===== src/rtl/ysyx_23060229_lsu_pkg.sv =====
// Shared encodings for the load/store unit.
//   Access sizes (req_size), AXI response codes, LSU FSM states, and a helper
//   that classifies an AXI response as an error.
package ysyx_23060229_lsu_pkg;

    localparam logic [1:0] SzByte    = 2'd0;
    localparam logic [1:0] SzHalf    = 2'd1;
    localparam logic [1:0] SzWord    = 2'd2;
    localparam logic [1:0] SzIllegal = 2'd3;

    localparam logic [1:0] RespOkay   = 2'b00;
    localparam logic [1:0] RespSlverr = 2'b10;
    localparam logic [1:0] RespDecerr = 2'b11;

    typedef enum logic [2:0] {
        StIdle,
        StRdA,
        StRdD,
        StWr,
        StWrB,
        StResp
    } lsu_state_e;

    // Anything other than OKAY (including EXOKAY, unused on AXI-Lite) is an error.
    function automatic logic resp_is_err(input logic [1:0] resp);
        return resp != RespOkay;
    endfunction

endpackage


===== src/rtl/ysyx_23060229_lsu_align.sv =====
// Combinational data alignment for the LSU.
//   req_size/req_off/req_wdata : incoming request, used for error detection and
//                                store lane/strobe generation
//   req_err                    : illegal size, or misaligned when MISALIGN_ERR=1
//   req_off_al                 : byte offset forced down to natural alignment
//   st_wdata/st_wstrb          : replicated store data and byte strobes
//   ld_size/ld_off/bus_rdata   : latched load request and raw bus read data
//   ld_rdata                   : load data shifted to bit 0, zero-extended
module ysyx_23060229_lsu_align
    import ysyx_23060229_lsu_pkg::*;
#(
    parameter bit MISALIGN_ERR = 1'b1
) (
    input  logic [1:0]  req_size,
    input  logic [1:0]  req_off,
    input  logic [31:0] req_wdata,
    output logic        req_err,
    output logic [1:0]  req_off_al,
    output logic [31:0] st_wdata,
    output logic [3:0]  st_wstrb,
    input  logic [1:0]  ld_size,
    input  logic [1:0]  ld_off,
    input  logic [31:0] bus_rdata,
    output logic [31:0] ld_rdata
);

    logic        misalign;
    logic [31:0] shifted;

    always_comb begin
        misalign = ((req_size == SzHalf) && req_off[0]) ||
                   ((req_size == SzWord) && (req_off != 2'b00));
        req_err  = (req_size == SzIllegal) || (MISALIGN_ERR && misalign);

        // Only matters when misaligned accesses are silently aligned.
        req_off_al = req_off;
        if (req_size == SzHalf) begin
            req_off_al = {req_off[1], 1'b0};
        end else if (req_size == SzWord) begin
            req_off_al = 2'b00;
        end

        unique case (req_size)
            SzByte: begin
                st_wdata = {4{req_wdata[7:0]}};
                st_wstrb = 4'b0001 << req_off_al;
            end
            SzHalf: begin
                st_wdata = {2{req_wdata[15:0]}};
                st_wstrb = 4'b0011 << req_off_al;
            end
            default: begin
                st_wdata = req_wdata;
                st_wstrb = 4'b1111;
            end
        endcase

        shifted = bus_rdata >> {ld_off, 3'b000};
        unique case (ld_size)
            SzByte:  ld_rdata = {24'd0, shifted[7:0]};
            SzHalf:  ld_rdata = {16'd0, shifted[15:0]};
            default: ld_rdata = shifted;
        endcase
    end

endmodule


===== src/rtl/ysyx_23060229_lsu.sv =====
// Load/store unit: one request at a time, executed on an AXI4-Lite master.
//   req_*   : request from execute (valid/ready, we, size, addr, wdata)
//   resp_*  : response to execute (valid/ready, rdata zero-extended, err)
//   ar*/r*  : AXI-Lite read address / read data channels
//   aw*/w*/b*: AXI-Lite write address / write data / write response channels
// All handshake outputs decode from the state register and aw/w done flags,
// so there is no combinational path from AXI inputs to AXI outputs.
module ysyx_23060229_lsu
    import ysyx_23060229_lsu_pkg::*;
#(
    parameter int unsigned ADDR_W       = 32,
    parameter bit          MISALIGN_ERR = 1'b1
) (
    input  logic              clk,
    input  logic              rst,

    input  logic              req_valid,
    output logic              req_ready,
    input  logic              req_we,
    input  logic [1:0]        req_size,
    input  logic [ADDR_W-1:0] req_addr,
    input  logic [31:0]       req_wdata,

    output logic              resp_valid,
    input  logic              resp_ready,
    output logic [31:0]       resp_rdata,
    output logic              resp_err,

    output logic [ADDR_W-1:0] araddr,
    output logic              arvalid,
    input  logic              arready,
    input  logic [31:0]       rdata,
    input  logic [1:0]        rresp,
    input  logic              rvalid,
    output logic              rready,

    output logic [ADDR_W-1:0] awaddr,
    output logic              awvalid,
    input  logic              awready,
    output logic [31:0]       wdata,
    output logic [3:0]        wstrb,
    output logic              wvalid,
    input  logic              wready,
    input  logic [1:0]        bresp,
    input  logic              bvalid,
    output logic              bready
);

    lsu_state_e        state_q;
    logic [ADDR_W-1:0] addr_q;
    logic [1:0]        size_q;
    logic [31:0]       wdata_q;
    logic [3:0]        wstrb_q;
    logic              aw_done_q;
    logic              w_done_q;
    logic [31:0]       rdata_q;
    logic              err_q;

    logic              req_err;
    logic [1:0]        req_off_al;
    logic [31:0]       st_wdata;
    logic [3:0]        st_wstrb;
    logic [31:0]       ld_rdata;

    ysyx_23060229_lsu_align #(
        .MISALIGN_ERR (MISALIGN_ERR)
    ) u_align (
        .req_size   (req_size),
        .req_off    (req_addr[1:0]),
        .req_wdata  (req_wdata),
        .req_err    (req_err),
        .req_off_al (req_off_al),
        .st_wdata   (st_wdata),
        .st_wstrb   (st_wstrb),
        .ld_size    (size_q),
        .ld_off     (addr_q[1:0]),
        .bus_rdata  (rdata),
        .ld_rdata   (ld_rdata)
    );

    always_ff @(posedge clk or posedge rst) begin
        if (rst) begin
            state_q   <= StIdle;
            addr_q    <= '0;
            size_q    <= SzByte;
            wdata_q   <= '0;
            wstrb_q   <= '0;
            aw_done_q <= 1'b0;
            w_done_q  <= 1'b0;
            rdata_q   <= '0;
            err_q     <= 1'b0;
        end else begin
            unique case (state_q)
                StIdle: begin
                    if (req_valid) begin
                        addr_q    <= {req_addr[ADDR_W-1:2], req_off_al};
                        size_q    <= req_size;
                        wdata_q   <= st_wdata;
                        wstrb_q   <= st_wstrb;
                        aw_done_q <= 1'b0;
                        w_done_q  <= 1'b0;
                        rdata_q   <= '0;
                        err_q     <= req_err;
                        if (req_err) begin
                            state_q <= StResp;
                        end else if (req_we) begin
                            state_q <= StWr;
                        end else begin
                            state_q <= StRdA;
                        end
                    end
                end
                StRdA: begin
                    if (arready) begin
                        state_q <= StRdD;
                    end
                end
                StRdD: begin
                    if (rvalid) begin
                        err_q   <= resp_is_err(rresp);
                        rdata_q <= resp_is_err(rresp) ? 32'd0 : ld_rdata;
                        state_q <= StResp;
                    end
                end
                StWr: begin
                    // AW and W complete independently; leave once both have.
                    if ((aw_done_q || awready) && (w_done_q || wready)) begin
                        aw_done_q <= 1'b0;
                        w_done_q  <= 1'b0;
                        state_q   <= StWrB;
                    end else begin
                        aw_done_q <= aw_done_q || awready;
                        w_done_q  <= w_done_q || wready;
                    end
                end
                StWrB: begin
                    if (bvalid) begin
                        err_q   <= resp_is_err(bresp);
                        state_q <= StResp;
                    end
                end
                StResp: begin
                    if (resp_ready) begin
                        state_q <= StIdle;
                    end
                end
                default: state_q <= StIdle;
            endcase
        end
    end

    assign req_ready  = (state_q == StIdle);
    assign resp_valid = (state_q == StResp);
    assign resp_rdata = rdata_q;
    assign resp_err   = err_q;

    assign araddr  = {addr_q[ADDR_W-1:2], 2'b00};
    assign arvalid = (state_q == StRdA);
    assign rready  = (state_q == StRdD);

    assign awaddr  = {addr_q[ADDR_W-1:2], 2'b00};
    assign awvalid = (state_q == StWr) && !aw_done_q;
    assign wdata   = wdata_q;
    assign wstrb   = wstrb_q;
    assign wvalid  = (state_q == StWr) && !w_done_q;
    assign bready  = (state_q == StWrB);

endmodule


===== config.mk =====
export PLATFORM = sky130hd
export DESIGN_NAME = ysyx_23060229_lsu
export DESIGN_NICKNAME = d
export VERILOG_FILES = /design/src/rtl/ysyx_23060229_lsu_pkg.sv /design/src/rtl/ysyx_23060229_lsu_align.sv /design/src/rtl/ysyx_23060229_lsu.sv
export SDC_FILE = /design/constraint.sdc
export NUM_CORES = 1
export LEC_CHECK = 0
export BUFFER_PORTS_ARGS = -buffer_cell sky130_fd_sc_hd__buf_2
export CORE_MARGIN = 2
export CORE_UTILIZATION = 48
export CTS_CLUSTER_DIAMETER = 200
export CTS_CLUSTER_SIZE = 10
export DETAILED_ROUTE_END_ITERATION = 10
export PLACE_DENSITY = 0.8
export SLEW_MARGIN = 5
export SYNTH_ARGS = -nofsm -noshare
export SYNTH_HDL_FRONTEND = slang
export SYNTH_HIERARCHICAL = 1
export SYNTH_SLANG_ARGS = --single-unit

===== constraint.sdc =====
create_clock -name clk -period 4.5 [get_ports clk]
set_clock_uncertainty 0.15 [all_clocks]
set_input_delay 0.9 -clock clk [delete_from_list [all_inputs] [get_ports clk]]
set_output_delay 0.9 -clock clk [all_outputs]
set_load 0.005 [all_outputs]

# After elaboration in Yosys (flattened, before gate mapping)
# Index checks and enable logic that the tools add are counted.
# totals
register_bits,108
output_inout_bits,140
wordCells,79
# op_classes
n_eq_ne,15
shifts,3
mux,27
reduce_logical,25
# op_table
op,n
$pmux W32 S2,3
$mux W32,3
$shr A32 B5 Y32,1
$mux W3,7
$pmux W3 S6,1
$reduce_bool A2 Y1,5
$ne A2 B2 Y1 const B,4
$pmux W4 S2,1
$eq A3 B2 Y1 const B,2
$eq A3 B3 Y1 const B,2
$mux W1,6
$mux W2,3
$reduce_and A6 Y1,1
$logic_and A1 B1 Y1,5
$eq A2 B1 Y1 const B,2
$eq A2 B2 Y1 const B,2
$logic_not A2 Y1,2
$logic_or A1 B1 Y1,4
$ne A2 B1 Y1 const B,2
$pmux W1 S2,2
$reduce_and A2 Y1,2
$reduce_and A4 Y1,1
$shl A1 B2 Y4 const A,1
$shl A2 B2 Y4 const A,1
6 further kinds,7

# Depth between registers and ports, before layout
# Gate-level depths: netlist of run 1.
# logic_depth
depth_word,7
mapped_depth,7

# By module
# Netlist of run 1, hierarchy kept.
# modules_own_cells
mod,n_inst,cells_per_inst,area_per_inst_um2,seq_area_each_um2
ysyx_23060229_lsu,1,343,4742.0,2702.6
ysyx_23060229_lsu_align,1,141,1144.8,0.0

# Worst setup path after synthesis of run 1
# No wires, ideal clock.
# synth_timing
path_type,input -> register
from,input req_size[0]
to,"register err_q, in the netlist resp_err"
setup_ns,0.125
arrival_ns,1.874
slack_ns,2.351
cell_stages,7
n_path_buf,1
cell_sequence,buf_4 > nor2_1 > a21oi_1 > inv_1 > o21ai_0 > and3_1 > mux2_2
# synth_via
elab_chain_len,6
elab_cells_between_ends,9
classes_between,eq/ne: 3; mux: 2; reduce/logical: 4
# synth_lines
element,line,text
"start, declared",ysyx_23060229_lsu.sv:20,"input logic [1:0] req_size,"
$eq A2 B1 Y1 or $eq A2 B2 Y1 (tied branches),"ysyx_23060229_lsu_align.sv:31, ysyx_23060229_lsu_align.sv:32",
$logic_and A1 B1 Y1 (on tied branches),"ysyx_23060229_lsu_align.sv:31, ysyx_23060229_lsu_align.sv:32",
$logic_or A1 B1 Y1,ysyx_23060229_lsu_align.sv:31,misalign = ((req_size == SzHalf) && req_off[0]) ||
$logic_or A1 B1 Y1 (*),ysyx_23060229_lsu_align.sv:33,req_err = (req_size == SzIllegal) || (MISALIGN_ERR && misalign);
named net req_err,ysyx_23060229_lsu.sv:59,logic req_err;
$mux W1 (*),ysyx_23060229_lsu.sv:95,if (req_valid) begin
$pmux W1 S3 (*),ysyx_23060229_lsu.sv:93,unique case (state_q)
"end signal, assigned",ysyx_23060229_lsu.sv:103,err_q <= req_err;
"end signal, assigned",ysyx_23060229_lsu.sv:120,err_q <= resp_is_err(rresp);
"end signal, assigned",ysyx_23060229_lsu.sv:138,err_q <= resp_is_err(bresp);
"end, declared",ysyx_23060229_lsu.sv:57,logic err_q;
# Mark *: on every way through the listed nets, which the timed path passes. The rest lies on a longest branch. The select of a mux whose other input is x is not followed.
# A chain may end at the register's enable or synchronous reset.

# Worst setup path in the final report of run 1
# layout_timing
from,register state_q[0]
to,output awvalid
# layout_via
elab_chain_len,2
# layout_lines
element,line,text
"start, declared",ysyx_23060229_lsu.sv:49,lsu_state_e state_q;
"start signal, assigned",ysyx_23060229_lsu.sv:83,state_q <= StIdle;
"start signal, assigned",ysyx_23060229_lsu.sv:105,state_q <= StResp;
"start signal, assigned",ysyx_23060229_lsu.sv:107,state_q <= StWr;
$eq A3 B2 Y1,ysyx_23060229_lsu.sv:162,assign awvalid = (state_q == StWr) && !aw_done_q;
$logic_and A1 B1 Y1,ysyx_23060229_lsu.sv:162,
"end, declared",ysyx_23060229_lsu.sv:38,"output logic awvalid,"
# No other way between the ends.

==> results of run 1 <==
## worst paths after layout
| kind | from | to |
|---|---|---|
| worst max-delay path | state_q[0] | awvalid |
| worst min-delay path | wdata[17] | wdata[17] |
| worst max register to register | state_q[1] | addr_q[9] |
| worst min register to register | wdata[17] | wdata[17] |
| max in group asynchronous | rst | wdata[25] |
| min in group asynchronous | rst | resp_rdata[3] |
## power by group through the flow
stage	combinational [mW]	sequential (mW)	clock (mW)
after floorplan	1.33	1.53	0
after global placement	1.47	1.58	0
after detailed placement	1.51	1.61	0
after CTS	1.51	1.59	0.792
after global routing	1.65	1.65	0.825
final	1.48	1.59	0.764
## layout by cell type, fill, tap and decap left out, drive strengths merged, types with 10 or more instances in the layout
| cell type | instances |
|---|---|
| a211oi | 16 |
| mux2i | 19 |
| a22o | 33 |
| o21ai | 11 |
| and2 | 10 |
| buf | 251 |
| clkbuf | 14 |
| dfrtp | 108 |
| mux2 | 87 |
| nand2 | 11 |
| nor2 | 23 |
| nand2b | 11 |
## metal layers
metal / global-route usage / vias up / wire length [um]
met2: 0.316 / 170 / 6240
met3: 0.0364 / 17 / 790
li1: - / 1978 / -
met4: 0.0755 / 0 / 237
met5: 0 / - / 0
met1: 0.241 / 2030 / 5350
## registers in the layout, indices dropped and copies added, names as in the netlist
name,flops
addr_q,32
aw_done_q,1
resp_err,1
resp_rdata,32
size_q,2
state_q,3
w_done_q,1
wdata,32
wstrb,4
## logic make-up after synthesis
kind of cell,count (synthesis),share of synthesized area
mux,114,0.231
other cells,1,0.000637
flops,108,0.459
compound gates,80,0.103
simple gates,73,0.0684
buf+inv,108,0.138
## metrics by stage
stage          instance area, um^2   util
6_report                      6860  0.571
4_1_cts                       6860  0.571
3_5_place_dp                  6570  0.547
5_1_grt                       6860  0.571
3_3_place_gp                  6570  0.547
2_1_floorplan                 5900      -
## area by class of cell
| class | instances | area [um^2] | share of cell area |
|---|---|---|---|
| Clock inverter | 2 | 16.3 | 0.00237 |
| Sequential cell | 108 | 2700 | 0.394 |
| Clock buffer | 14 | 274 | 0.0400 |
| Multi-Input combinational cell | 271 | 2390 | 0.348 |
| Inverter | 6 | 25.0 | 0.00365 |
| Timing Repair Buffer | 251 | 1270 | 0.185 |
| Tap cell | 147 | 184 | 0.0268 |
## critical path, stage by stage, from the launching register on
cell and delay (ps):
dfrtp_1 620, nand3b_1 280, nor2_1 190, buf_2 140
==> key figures, run 1 <==
Timing
  – Unrepaired setup endpoints after global routing: no
  – Crit share post-route: 0.582
  – Max Freq: 382 MHz
  – Setup WS post-layout: 1880 ps
  – Post-Route Setup TNS: 0 ps
  – Final Hold Fails: 0
  – Slew margin rel.: 0.346
  – Min cycle time layout: ~2600 ps
  – Slew Viols, Final: 0
  – Final setup fails: 0
  – Worst-Margin Slew: between 900 and 1000 ps
  – Hold_ws: approximately 330 ps

Placed design
  – DP Cell Count: 783
  – Setup WS pre-CTS: 1830 ps
  – Count of input and output buffers: about 250
  – GPL Wtd Cong: approximately 0.83
  – HPWL Detailed: 9120 um

Clock network
  – Clk sink count: 108
  – Clock latency at the later pin of the worst-skew pair: 340 ps
  – Clock root cell: clkbuf_16
  – Hold buffer count at CTS: 0
  – CTS Buf Count: 9
  – Cts repair resizes: 0
  – Setup bufs post-CTS: 0
  – Clk pin slew, worst setup/hold paths: 70 ps
  – H-tree Lvls: 3
  – CTS tree: yes
  – Clock tree buffer depth: 2

Floorplanning
  – Die Wd: 115 um
  – Std cell rows: 40
  – Io pins: 252
  – Die area: roughly 13000 um^2
  – Starting Density: 0.490
  – Core footprint: 12000 um^2
  – Die height: 115 um

Detailed routing
  – Post-DR wirelength/cell: 15.8 um
  – Routed wire length: 12600 um
  – DRC viols: 0
  – Starting DRT DRC Count: approximately 220
  – Router iterations before antenna repair: 4
  – DR vias: around 4200
  – Final ANT Viol Nets: 0
  – Vias/cell: around 5.3

Yosys
  – Synth top area cells: dfrtp_1 (46%), mux2_1 (13%), buf_4 (9.8%), a22o_1 (4.9%), mux2_2 (3.3%)
  – Post-synth top flop: dfrtp_1
  – Synth warn: 6
  – #FFs+latches synth: 108
  – Most frequent cells after synthesis: dfrtp_1 (108), buf_4 (77), mux2_1 (70)
  – Sequential area share after synthesis: 0.459
  – Syn_area_per_cell: 12.2 um^2
  – Mapped Area: roughly 5900 um^2
  – Synth cell types: 40
  – Post-synth EDFFs: 0
  – Most frequent cell after synthesis: dfrtp_1
  – Cell taking the most area after synthesis: dfrtp_1
  – Synth async-reset ratio: 1.00
  – Top cell type's share of synthesized area: 0.459
  – Post-Synthesis Cells: between 400 and 500

Finish
  – Filler cells: around 1000
  – ANT cells: 0
  – Nets: roughly 760
  – Area Overhead vs Synth: 16.5%
  – Layout cells sized above 1: 0.451
  – Final Non-Filler Cells: approximately 800

Outcome
  – Outcome: completed

Worst setup path
  – CP Class: reg -> out
  – Arr. time, crit path: 1570 ps
  – Crit. End Element: output pin
  – Flop2flop setup slack: ~2100 ps
  – R2R cell count: 3
  – CP startpoint kind: register
  – Critical path required time: 3450 ps
  – CP Max Fanout: 15

GRT
  – First-pass GRT wire length: 19700 um
  – Largest net degree at the start of global routing: 81
  – GR Overflow Total: 0
  – Initial antenna violation count: 0
  – GR Util All Layers: 0.188
  – Vias in the first global route: 3936

Power
  – Sequential share of power: 0.414
  – Psw: 1.29 mW
  – Clk pwr share: 0.199
  – Pwr Total: 3.84 mW
  – Sw Share: 0.337
  – Combinational Power Share: 0.387
  – VDD IR-drop max: 0.338 mV
  – Leak Pwr: between 3 and 4 nW
  – P_int: roughly 2.5 mW
  – PwrDens: around 560 nW/um^2

Worst hold path
  – Worst hold path class: reg -> reg
  – Worst hold stages: 1

Run
  – Max capacitance violation total: 0
Power figures use the tool's default switching activity.
==> run 2: changes to the inputs <==
clock period = 2.61 ns   (was 4.5 ns; I/O delays follow)
==> key figures, run 2 (synthesis gave the netlist of run 1 again) <==
Detailed routing
  – DRC viols: 0 (unchanged)
  – Final ANT Viol Nets: 0 (unchanged)
  – Routed wire length: 12900 um (+2.5%)
  – Router iterations before antenna repair: 4 (unchanged)
  – Vias/cell: 5.26 (+0.26%)
  – Post-DR wirelength/cell: 16.2 um (+2.4%)
  – DR vias: 4211 (+0.38%)
  – Starting DRT DRC Count: 261 (+17%)

Timing
  – Min cycle time layout: around 2300 ps
  – Post-Route Setup TNS: 0 ps (unchanged)
  – Max Freq: 443 MHz
  – Unrepaired setup endpoints after global routing: no
  – Final setup fails: 0 (unchanged)
  – Slew Viols, Final: 0 (unchanged)
  – Final Hold Fails: 0 (unchanged)
  – Slew margin rel.: 0.551 (+0.205)
  – Hold_ws: 204 ps (-129 ps)
  – Worst-Margin Slew: 671 ps (-311 ps)
  – Crit share post-route: 0.865

Worst setup path
  – Critical path required time: 1940 ps (-1510 ps)
  – CP Max Fanout: 15 (unchanged)
  – Cell family with most CP delay: flip-flops
  – CP max stage delay: 600 ps (-20 ps)
  – Arr. time, crit path: 1590 ps (+20 ps)
  – CP Class: reg -> out
  – Crit. End Element: output pin
  – CP startpoint kind: register
  – Buffers & Inverters on Critical Path: 1 (unchanged)
  – Crit-path cells: nand3b_1 -> nor2_1 -> buf_2
  – Critical-path top delay cell: dfrtp_1

Floorplanning
  – Die height: 115 um (unchanged)
  – Die Wd: 115 um (unchanged)
  – Core footprint: 12000 um^2 (unchanged)
  – Die area: 13200 um^2 (unchanged)
  – Starting Density: 0.490 (unchanged)
  – Io pins: 252 (unchanged)
  – Std cell rows: 40 (unchanged)

GRT
  – First-pass GRT wire length: 20200 um (+2.2%)
  – Initial antenna violation count: 0 (unchanged)
  – GRT met3 Usage: 0.0401 (+0.00369)
  – Met1 Use GR: 0.239 (-0.00211)
  – Largest net degree at the start of global routing: 109 (+35%)
  – GR Overflow Total: 0 (unchanged)
  – Vias in the first global route: 4136 (+5.1%)
  – Busiest grt layer: met2
  – M2 GR Usage: 0.331 (+0.0142)
  – GR Util All Layers: 0.193 (+0.00522)

Power
  – Leak Pwr: 3.49 nW (+0.52%)
  – VDD IR-drop max: 0.510 mV (+51%)
  – Pwr Total: 6.69 mW (+74%)
  – PwrDens: 970 nW/um^2 (+73%)

Finish
  – Nets: 763 (+0.53%)
  – Layout cells sized above 1: 0.453 (+0.00237)
  – ANT cells: 0 (unchanged)
  – Post-route cell area: 6900 um^2 (+0.68%)
  – Most frequent cells in the layout: buf_2 (247), dfrtp_1 (108), mux2_1 (70)
  – Final Non-Filler Cells: 800 (+0.13%)
  – Area Overhead vs Synth: 17.2%
  – Commonest non-fill, non-tap cell in the layout: buf_2

Clock network
  – CTS Buf Count: 9 (unchanged)
  – Clk pin slew, worst setup/hold paths: 70 ps (about the same)
  – H-tree Lvls: 3 (unchanged)
  – Clock latency at the later pin of the worst-skew pair: 340 ps (about the same)
  – Clock tree buffer depth: 2 (unchanged)
  – Hold buffer count at CTS: 0 (unchanged)
  – CTS tree: yes
  – Clock root cell: clkbuf_16
  – Setup bufs post-CTS: 0 (unchanged)
  – Clk sink count: 108 (unchanged)
  – Cts repair resizes: 0 (unchanged)

Placed design
  – Count of input and output buffers: 247 (unchanged)
  – GPL Wtd Cong: 0.818 (-1.1%)
  – Placed Area: 6620 um^2 (+0.86%)
  – HPWL Detailed: 9600 um (+5.3%)
  – DP Cell Count: 787 (+0.51%)

Worst hold path
  – Worst hold path class: in -> async

Outcome
  – Outcome: completed

Run
  – Max capacitance violation total: 0 (unchanged)
-- run 2: changes by cell type in the layout (fill, tap and decap cells not counted) --
| cell | delta |
|---|---|
| inv_4 | -1 |
| inv_6 | -1 |
| bufinv_16 | +1 |
| clkbuf_8 | -2 |
| buf_12 | +2 |
| clkbuf_1 | -1 |
| clkinvlp_4 | +1 |
| buf_4 | +2 |
-- run 2: path summary, 6_finish.rpt --
kind / startpoint / to / slack (ps) / cells past startpoint
max in group asynchronous: rst / wdata[29] / 1710 / 3
setup / recovery: state_q[0] / awvalid / 350 / 3
hold / removal: rst / resp_rdata[11] / 200 / 3
setup reg to reg: state_q[1] / addr_q[3] / 430 / 4
min in group clk: req_addr[2] / addr_q[2] / 240 / 2
hold reg to reg: wstrb[3] / wstrb[3] / 330 / 1
-- run 2: final cells by class --
type	instances	area, um^2
multi-input combinational	271	2390
tap	147	184
clock inverter	2	37.5
clock buffer	11	243
fill	1040	5110
sequential	108	2700
timing repair buffer	255	1320
inverter	6	26.3
-- run 2: tightest hold or removal path, cell delays in order --
cell and delay (ps):
buf_2 110, clkinvlp_4 70, buf_12 450
-- run 2: per-stage QoR --
| stage | setup WS (ps) | utilization |
|---|---|---|
| after global placement | 558 | 0.551 |
| after global routing | 254 | 0.575 |
| after detailed placement | 466 | 0.551 |
| after floorplan | 636 | - |
| final | 353 | 0.575 |
| after CTS | 374 | 0.575 |
-- run 2: where the power goes --
part	switching, mW	leakage [nW]	internal [mW]	total [mW]
Combinational	1.27	2.01	1.41	2.67
Clock	0.578	0.134	0.755	1.33
Sequential	0.401	1.35	2.28	2.69
-- run 2: metal layers --
metal | wire length (um) | vias up
met2 | 6470 | 163
met3 | 793 | 20
met4 | 285 | 0
met1 | 5390 | 2050
met5 | 0 | -
li1 | - | 1978
